--- src/rtl/bitwise_pkg.sv ---
// Shared types for the bit-serial bit-wise unit: opcode and FSM state encodings.
package bitwise_pkg;

   localparam int OP_W = 3;

   typedef enum logic [OP_W-1:0] {
      OP_NOT  = 3'd0,
      OP_AND  = 3'd1,
      OP_OR   = 3'd2,
      OP_XOR  = 3'd3,
      OP_NAND = 3'd4,
      OP_NOR  = 3'd5,
      OP_XNOR = 3'd6,
      OP_BUF  = 3'd7
   } op_t;

   typedef enum logic [1:0] {
      S_IDLE = 2'd0,
      S_RUN  = 2'd1,
      S_DONE = 2'd2
   } state_t;

endpackage

--- src/rtl/bitwise_logic_cell.sv ---
// One-bit bit-wise function of (op, a_i, b_i); also the reference cell for the parallel gates.
module bitwise_logic_cell
   import bitwise_pkg::*;
(
   input  op_t  op,
   input  logic a_i,
   input  logic b_i,
   output logic y
);

   always_comb begin
      y = 1'b0;
      unique case (op)
         OP_NOT:  y = ~a_i;
         OP_AND:  y = a_i & b_i;
         OP_OR:   y = a_i | b_i;
         OP_XOR:  y = a_i ^ b_i;
         OP_NAND: y = ~(a_i & b_i);
         OP_NOR:  y = ~(a_i | b_i);
         OP_XNOR: y = ~(a_i ^ b_i);
         OP_BUF:  y = a_i;
         default: y = 1'b0;
      endcase
   end

endmodule

--- src/rtl/bit_serial_bitwise_unit.sv ---
// Bit-serial bit-wise unit: captures two operands, evaluates one result bit per clock
// LSB first, then presents the full result over a valid/ready handshake.
module bit_serial_bitwise_unit
   import bitwise_pkg::*;
#(
   parameter int N = 8
)
(
   input  logic         clk,
   input  logic         rst,
   input  logic         in_valid,
   output logic         in_ready,
   input  logic [2:0]   op,
   input  logic [N-1:0] a,
   input  logic [N-1:0] b,
   output logic         out_valid,
   input  logic         out_ready,
   output logic [N-1:0] c,
   output logic         busy
);

   localparam int CW = (N > 1) ? $clog2(N) : 1;

   state_t        state_q, state_d;
   op_t           op_q, op_d;
   logic [N-1:0]  a_q, a_d;
   logic [N-1:0]  b_q, b_d;
   logic [N-1:0]  c_q, c_d;
   logic [CW-1:0] idx_q, idx_d;
   logic          in_ready_q, in_ready_d;
   logic          out_valid_q, out_valid_d;
   logic          busy_q, busy_d;
   logic          bit_res;
   logic          last_bit;

   assign last_bit = (idx_q == CW'(N - 1));

   bitwise_logic_cell u_cell (
      .op  (op_q),
      .a_i (a_q[idx_q]),
      .b_i (b_q[idx_q]),
      .y   (bit_res)
   );

   always_comb begin
      state_d = state_q;
      op_d    = op_q;
      a_d     = a_q;
      b_d     = b_q;
      c_d     = c_q;
      idx_d   = idx_q;
      unique case (state_q)
         S_IDLE: begin
            if (in_valid && in_ready_q) begin
               a_d     = a;
               b_d     = b;
               op_d    = op_t'(op);
               c_d     = '0;
               idx_d   = '0;
               state_d = S_RUN;
            end
         end
         S_RUN: begin
            // Bits above idx stay 0 until their turn, so c always shows a clean partial result.
            c_d[idx_q] = bit_res;
            if (last_bit) begin
               state_d = S_DONE;
            end else begin
               idx_d = idx_q + CW'(1);
            end
         end
         S_DONE: begin
            if (out_ready) begin
               state_d = S_IDLE;
            end
         end
         default: state_d = S_IDLE;
      endcase
      // Handshake outputs are registered from the next state so they line up with state_q.
      in_ready_d  = (state_d == S_IDLE);
      out_valid_d = (state_d == S_DONE);
      busy_d      = (state_d != S_IDLE);
   end

   always_ff @(posedge clk or posedge rst) begin
      if (rst) begin
         state_q     <= S_IDLE;
         op_q        <= OP_NOT;
         a_q         <= '0;
         b_q         <= '0;
         c_q         <= '0;
         idx_q       <= '0;
         in_ready_q  <= 1'b1;
         out_valid_q <= 1'b0;
         busy_q      <= 1'b0;
      end else begin
         state_q     <= state_d;
         op_q        <= op_d;
         a_q         <= a_d;
         b_q         <= b_d;
         c_q         <= c_d;
         idx_q       <= idx_d;
         in_ready_q  <= in_ready_d;
         out_valid_q <= out_valid_d;
         busy_q      <= busy_d;
      end
   end

   assign in_ready  = in_ready_q;
   assign out_valid = out_valid_q;
   assign busy      = busy_q;
   assign c         = c_q;

endmodule

--- config.mk ---
export PLATFORM = sky130hd
export DESIGN_NAME = bit_serial_bitwise_unit
export DESIGN_NICKNAME = d
export VERILOG_FILES = /design/src/rtl/bitwise_pkg.sv /design/src/rtl/bitwise_logic_cell.sv /design/src/rtl/bit_serial_bitwise_unit.sv
export SDC_FILE = /design/constraint.sdc
export NUM_CORES = 1
export LEC_CHECK = 0
export BUFFER_PORTS_ARGS = -buffer_cell sky130_fd_sc_hd__buf_2
export CORE_MARGIN = 3
export CORE_UTILIZATION = 55
export CTS_BUF_LIST = sky130_fd_sc_hd__clkbuf_4 sky130_fd_sc_hd__clkbuf_8
export DETAILED_ROUTE_END_ITERATION = 6
export GPL_TIMING_DRIVEN = 1
export MAX_ROUTING_LAYER = met4
export PLACE_DENSITY_LB_ADDON = 0.15
export SYNTH_ARGS = -nofsm -noshare
export SYNTH_HDL_FRONTEND = slang
export SYNTH_HIERARCHICAL = 1
export SYNTH_SLANG_ARGS = --single-unit
--- constraint.sdc ---
create_clock -name clk -period 6.6 [get_ports clk]
set_input_delay 0.33 -clock clk [delete_from_list [all_inputs] [get_ports clk]]
set_output_delay 0.33 -clock clk [all_outputs]
set_load 0.01 [all_outputs]
==> results.sh, run 1 <==
export IMPL_hold_class="in2async"
export IMPL_cts_hold_fix_buffers=0
export IMPL_diodes=0
export IMPL_start_util=0.6053
export IMPL_rsz0062_at_grt="false"
export IMPL_grt_pass1_wl_um=5250
export IMPL_area_growth_pct=14.40
export IMPL_num_nets_final=204
export IMPL_postCtsSetupRepairBufs=0
export IMPL_avgSynthCellArea_um2=12.11
export IMPL_drv_slew=0
export IMPL_power_uw=1013
export IMPL_max_cap_violations=0
export IMPL_relSlewSlack=0.6376
export IMPL_synth_area_leaders="dfrtp_1, mux2_2, nor2b_1"
export IMPL_cp_slowest_stage_delay_ns=0.70
export IMPL_fillers=249
export IMPL_p_per_area_nw_per_um2=504.4
export IMPL_wl_per_cell_um=13.67
export IMPL_vias=1218
export IMPL_finalClockSkew_ns=0.01137
export IMPL_grt_ovfl_total=0
export IMPL_synth_seq_area_share=0.4996
export IMPL_setup_violations=0
export IMPL_setup_tns_ns=0
export IMPL_drtAntennaViolNets=0
export IMPL_synthFlopType="dfrtp_1"
export IMPL_startpoint_type="flip-flop"
export IMPL_status="finished clean"
export IMPL_hpwl_um=2163
export IMPL_clkSlewWorstSetupHoldPaths_ns=0.11
export IMPL_clkSinkCount=35
export IMPL_grt_max_degree=36
export IMPL_yosysTopAreaCell="dfrtp_1"
export IMPL_io_buffers=33
export IMPL_cellLeakagePower_uw=0.0009592
export IMPL_critPathCaptureType="flip-flop"
export IMPL_drive_gt1_frac=0.4213
export IMPL_cts_tree="built"
export IMPL_viasPerCell=5.536
export IMPL_finalHoldViolCount=0
export IMPL_coreArea_um2=2900
export IMPL_crit_chain="mux2_2, a221oi_1, o221ai_1, inv_1, ha_1, o21ai_0, a21oi_1, a21oi_1, mux2_2"
export IMPL_grt_use_total=0.1785
export IMPL_tightestPinTransition_ns=0.5436
export IMPL_final_core_util=0.6924
export IMPL_syn_area_um2=1755
export IMPL_path_max_fanout=19
export IMPL_worstPathRequired_ns=6.87
export IMPL_routed_wl_um=3008
export IMPL_htree_levels=2
export IMPL_grt_pass1_vias=1177
export IMPL_gp_congestion=0.8417
export IMPL_dieArea_um2=3906
export IMPL_drt_pass1_iter_count=4
export IMPL_drc=0
export IMPL_antenna_found_initial=0
export IMPL_yosys_warnings=6
export IMPL_cts_buffers=5
export IMPL_worst_ir_drop_vdd_v=0.0002673
export IMPL_ys_types=36
export IMPL_clock_latency_ns=0.34
export IMPL_synthArstFlopShare=1.000
export IMPL_ys_ff_latch=35
export IMPL_synth_edf_count=0
export IMPL_synth_net_count=172
export IMPL_die_w_um=62.50
export IMPL_final_common_cell="dfrtp_1"
export IMPL_post_cts_resized=0
export IMPL_synth_top_area_share=0.4847
export IMPL_num_rows=19
export IMPL_arrival_ns=3.23
export IMPL_cp_slowest_cell="dfrtp_1"
export IMPL_mostFrequentLayoutCells="dfrtp_1, buf_2, mux2_2, nor2b_1, nand2_1"
export IMPL_clockBufferDepth=2
export IMPL_dr_first_iter_drc_count=25
export IMPL_ios=34
export IMPL_fmax_ghz=0.3384
export IMPL_crit_type="reg2reg"
export IMPL_period_share=0.4477
export IMPL_die_height_um=62.50
export IMPL_cts_root_buf="clkbuf_4"
export IMPL_synth_cells=145
export IMPL_period_minus_slack_ns=2.955
[cells by family (layout without fill, tap and decap cells)]
group                    count (synthesis)  in the layout  share of synthesized area
buffers and inverters                   16             49                    0.05060
multiplexers                            32             32                     0.2031
AO/OA/AOI/OAI                           17             17                    0.07199
AND/OR/NAND/NOR                         41             41                     0.1461
adder cells (fa/ha/maj)                  4              4                    0.02851
flip-flops                              35             35                     0.4996
[registers in the layout, summed over array words and instances (netlist names), 2 cells and up]
register  flops
a_q           8
b_q           8
c             8
idx_q         3
op_q          3
state_q       2
[per-stage QoR]
| stage | instances | hold WS [ns] | cell area [um2] | setup slack [ns] |
|---|---|---|---|---|
| after CTS | 220 | 0.06132 | 2008 | 3.628 |
| after global routing | 220 | 0.09991 | 2008 | 3.267 |
| after detailed placement | 212 | 0.4461 | 1922 | 3.647 |
| after global placement | 212 | 0.4319 | 1922 | 3.798 |
| final | 220 | 0.06271 | 2008 | 3.645 |
| after floorplan | 145 | 0.4722 | 1755 | 4.138 |
[routing by layer]
metal / vias up / wire (um) / GRT usage
met5: - / 0 / -
met4: 0 / 92 / 0.1047
met3: 12 / 140 / 0.04676
met2: 31 / 1407 / 0.2543
met1: 593 / 1368 / 0.2291
li1: 582 / - / -
[path summary, 6_finish.rpt]
| kind | startpoint | end | slack (ns) | cells past startpoint |
|---|---|---|---|---|
| max reg2reg | idx_q[1] | c[7] | 3.65 | 9 |
| max in group asynchronous | rst | in_ready | 6.20 | 3 |
| min in group clk | a[7] | a_q[7] | 0.21 | 2 |
| min reg2reg | b_q[1] | b_q[1] | 0.51 | 1 |
| min | rst | idx_q[2] | 0.06 | 3 |
| max | idx_q[1] | c[7] | 3.65 | 9 |
[cells in the mapped netlist, types with 2 or more instances]
cell / n
a21oi_1: 3
nor3b_1: 3
nor2_1: 2
inv_1: 6
clkbuf_1: 2
dfrtp_1: 34
nor2b_1: 11
a21o_1: 2
a22o_1: 2
nor4b_1: 2
buf_2: 5
mux2i_1: 3
nand3b_1: 2
nand4b_1: 2
nor3_1: 4
ha_1: 4
nand2_1: 9
nand3_1: 2
mux2_2: 29
o21ai_0: 2
[critical path, delay by kind of cell, from the launching register on]
kind,cells,cell delay (ns)
AO/OA/AOI/OAI,5,1.22
flip-flops,1,0.70
multiplexers,2,0.64
adder cells (fa/ha/maj),1,0.24
buffers and inverters,1,0.10
[where the power goes]
group	switching [uW]	internal [uW]	total, uW
clock network	71.4	89.5	161
logic	200	238	438
registers	98.5	316	414
[final cells by class]
type,count,area [um2],share of cell area
multi-input cells,94,789.5,0.3931
clock inverters,2,35.03,0.01745
repair buffers,35,180.2,0.08972
flip-flops and latches,35,877.1,0.4368
well taps,42,52.55,0.02617
inverters,6,22.52,0.01121
clock buffers,6,51.30,0.02555
Power figures use the tool's default switching activity.
==> run 2: changes to the inputs <==
==> constraint.sdc (replaced) <==
create_clock -name clk -period 3.05 [get_ports clk]
set_input_delay 0.1525 -clock clk [delete_from_list [all_inputs] [get_ports clk]]
set_output_delay 0.1525 -clock clk [all_outputs]
set_load 0.01 [all_outputs]
==> results.sh, run 2 (synthesized netlist as in run 1, its figures left out) <==
export IMPL_relSlewSlack=0.5091
export IMPL_crit_chain="mux2_2, a221oi_1, o221ai_1, inv_1, ha_1, nor2b_1, nor3_1, a21oi_1, a21oi_2, mux2_2"
export IMPL_path_common_cell="mux2_2"
export IMPL_htree_levels=2
export IMPL_finalClockSkew_ns=0.003722
export IMPL_drv_slew=0
export IMPL_critPathCaptureType="flip-flop"
export IMPL_drive_gt1_frac=0.4309
export IMPL_worstPathRequired_ns=3.28
export IMPL_dr_first_iter_drc_count=38
export IMPL_grt_pass1_wl_um=5506
export IMPL_p_sw_frac=0.3754
export IMPL_num_nets_final=207
export IMPL_period_share=0.8699
export IMPL_drtAntennaViolNets=0
export IMPL_worst_ir_drop_vdd_v=0.0006359
export IMPL_path_buf_inv=1
export IMPL_period_minus_slack_ns=2.653
export IMPL_cellLeakagePower_uw=0.0009673
export IMPL_path_max_fanout=8
export IMPL_drt_pass1_iter_count=4
export IMPL_antenna_found_initial=0
export IMPL_pwr_share_seq=0.395
export IMPL_cp_slowest_cell="dfrtp_1"
export IMPL_area_growth_pct=15.25
export IMPL_diodes=0
export IMPL_tightestPinTransition_ns=0.7353
export IMPL_ios=34
export IMPL_crit_type="reg2reg"
export IMPL_r2r_cells=10
export IMPL_routed_wl_um=3082
export IMPL_wl_per_cell_um=13.82
export IMPL_start_util=0.6053
export IMPL_setup_tns_ns=0
export IMPL_final_common_cell="dfrtp_1"
export IMPL_clkPwrFrac=0.134
export IMPL_fmax_ghz=0.3769
export IMPL_hpwl_um=2283
export IMPL_status="finished clean"
export IMPL_r2r_slack_ns=0.40
export IMPL_num_rows=19
export IMPL_postCtsSetupRepairBufs=0
export IMPL_clock_latency_ns=0.34
export IMPL_rsz0062_at_grt="false"
export IMPL_regArea_um2=877.1
export IMPL_cts_tree="built"
export IMPL_die_height_um=62.50
export IMPL_io_buffers=33
export IMPL_dp_cells=214
export IMPL_arrival_ns=2.88
export IMPL_cp_slowest_stage_delay_ns=0.45
export IMPL_whs_ns=0.03986
export IMPL_min_to="op_q[0]"
export IMPL_grt_pass1_vias=1177
export IMPL_fillers=229
export IMPL_intPower_uw=1369
export IMPL_grt_use_total=0.1848
export IMPL_whs_path_depth=2
export IMPL_grt_ovfl_total=0
export IMPL_hold_class="in2reg"
export IMPL_mostFrequentLayoutCells="dfrtp_1, buf_2, mux2_2, nor2b_1, nand2_1"
export IMPL_dieArea_um2=3906
export IMPL_viasPerCell=5.404
export IMPL_cts_root_buf="clkbuf_4"
export IMPL_p_comb_frac=0.471
export IMPL_cts_buffers=5
export IMPL_p_per_area_nw_per_um2=1083
export IMPL_setup_violations=0
export IMPL_finalNonFillerCells=223
export IMPL_coreArea_um2=2900
export IMPL_drc=0
export IMPL_p_switching_uw=822.7
export IMPL_startpoint_type="flip-flop"
export IMPL_clkSlewWorstSetupHoldPaths_ns=0.10
export IMPL_max_cap_violations=0
export IMPL_grt_max_degree=36
export IMPL_clkSinkCount=35
export IMPL_gp_congestion=0.8701
export IMPL_min_from="op[0]"
export IMPL_vias=1205
export IMPL_clockBufferDepth=2
export IMPL_r2r_end="c[4]"
export IMPL_r2r_start="idx_q[1]"
export IMPL_multi_input_area_um2=793.3
export IMPL_die_w_um=62.50
export IMPL_finalHoldViolCount=0
export IMPL_path_delay_family="compound AO/OA/AOI/OAI gates"
[run 2: changes by cell type in the layout (fill, tap and decap cells not counted)]
cell / change
a21oi_2: +1
dlygate4sd3_1: +1
clkinv_2: -1
buf_4: +2
clkbuf_8: +1
clkbuf_4: +1
a21oi_1: -1
bufinv_16: -1
[run 2: how the worst max path moves through the flow]
stage             start    to  slack [ns]  cells after the start
6_report       idx_q[1]  c[4]        0.40                     10
5_1_grt        idx_q[1]  c[4]        0.21                     11
4_1_cts        idx_q[1]  c[4]        0.27                      9
3_5_place_dp   idx_q[1]  c[4]        0.30                     11
3_3_place_gp   idx_q[1]  c[4]        0.42                      9
2_1_floorplan  idx_q[0]  c[1]        0.59                     11
[run 2: routing by layer]
metal | global-route usage | share of wire | up-vias
met2 | 0.2823 | 0.48 | 24
met3 | 0.06115 | 0.054 | 7
met1 | 0.2299 | 0.45 | 587
met5 | - | 0 | -
met4 | 0.06612 | 0.014 | 0
li1 | - | - | 587
[run 2: repair_timing]
action	in CTS	in global routing
hold buffers	1	0
setup endpoints to repair	0	2
resized for setup	0	1
hold endpoints to repair	34	0
[run 2: power by group through the flow]
stage                     logic (uW)  clock network (uW)  registers, uW
after global routing            1150                 328            905
after floorplan                  840                   0            820
after detailed placement        1020                   0            880
final                           1030                 293            866
after CTS                       1020                 304            869
after global placement           961                   0            866
[run 2: through the flow]
step	power [uW]	utilization	setup slack [ns]	instance area (um2)
2_1_floorplan	1660	-	0.5884	1755
3_3_place_gp	1827	0.6678	0.4172	1937
3_5_place_dp	1898	0.6678	0.2994	1937
4_1_cts	2197	0.6963	0.2654	2019
5_1_grt	2380	0.6976	0.2061	2023
6_report	2192	0.6976	0.3968	2023
[run 2: cell type report]
type | count | share of cell area
Tap cell | 42 | 0.02597
Inverter | 6 | 0.01113
Sequential cell | 35 | 0.4335
Multi-Input combinational cell | 94 | 0.3921
Clock buffer | 8 | 0.03587
Timing Repair Buffer | 38 | 0.1014
[run 2: worst reg2reg max path, cell delays in order (launching register included)]
cell,delay [ns]
dfrtp_1,0.45
mux2_2,0.36
a221oi_1,0.36
o221ai_1,0.24
inv_1,0.10
ha_1,0.24
nor2b_1,0.12
nor3_1,0.07
a21oi_1,0.18
a21oi_2,0.14
mux2_2,0.29
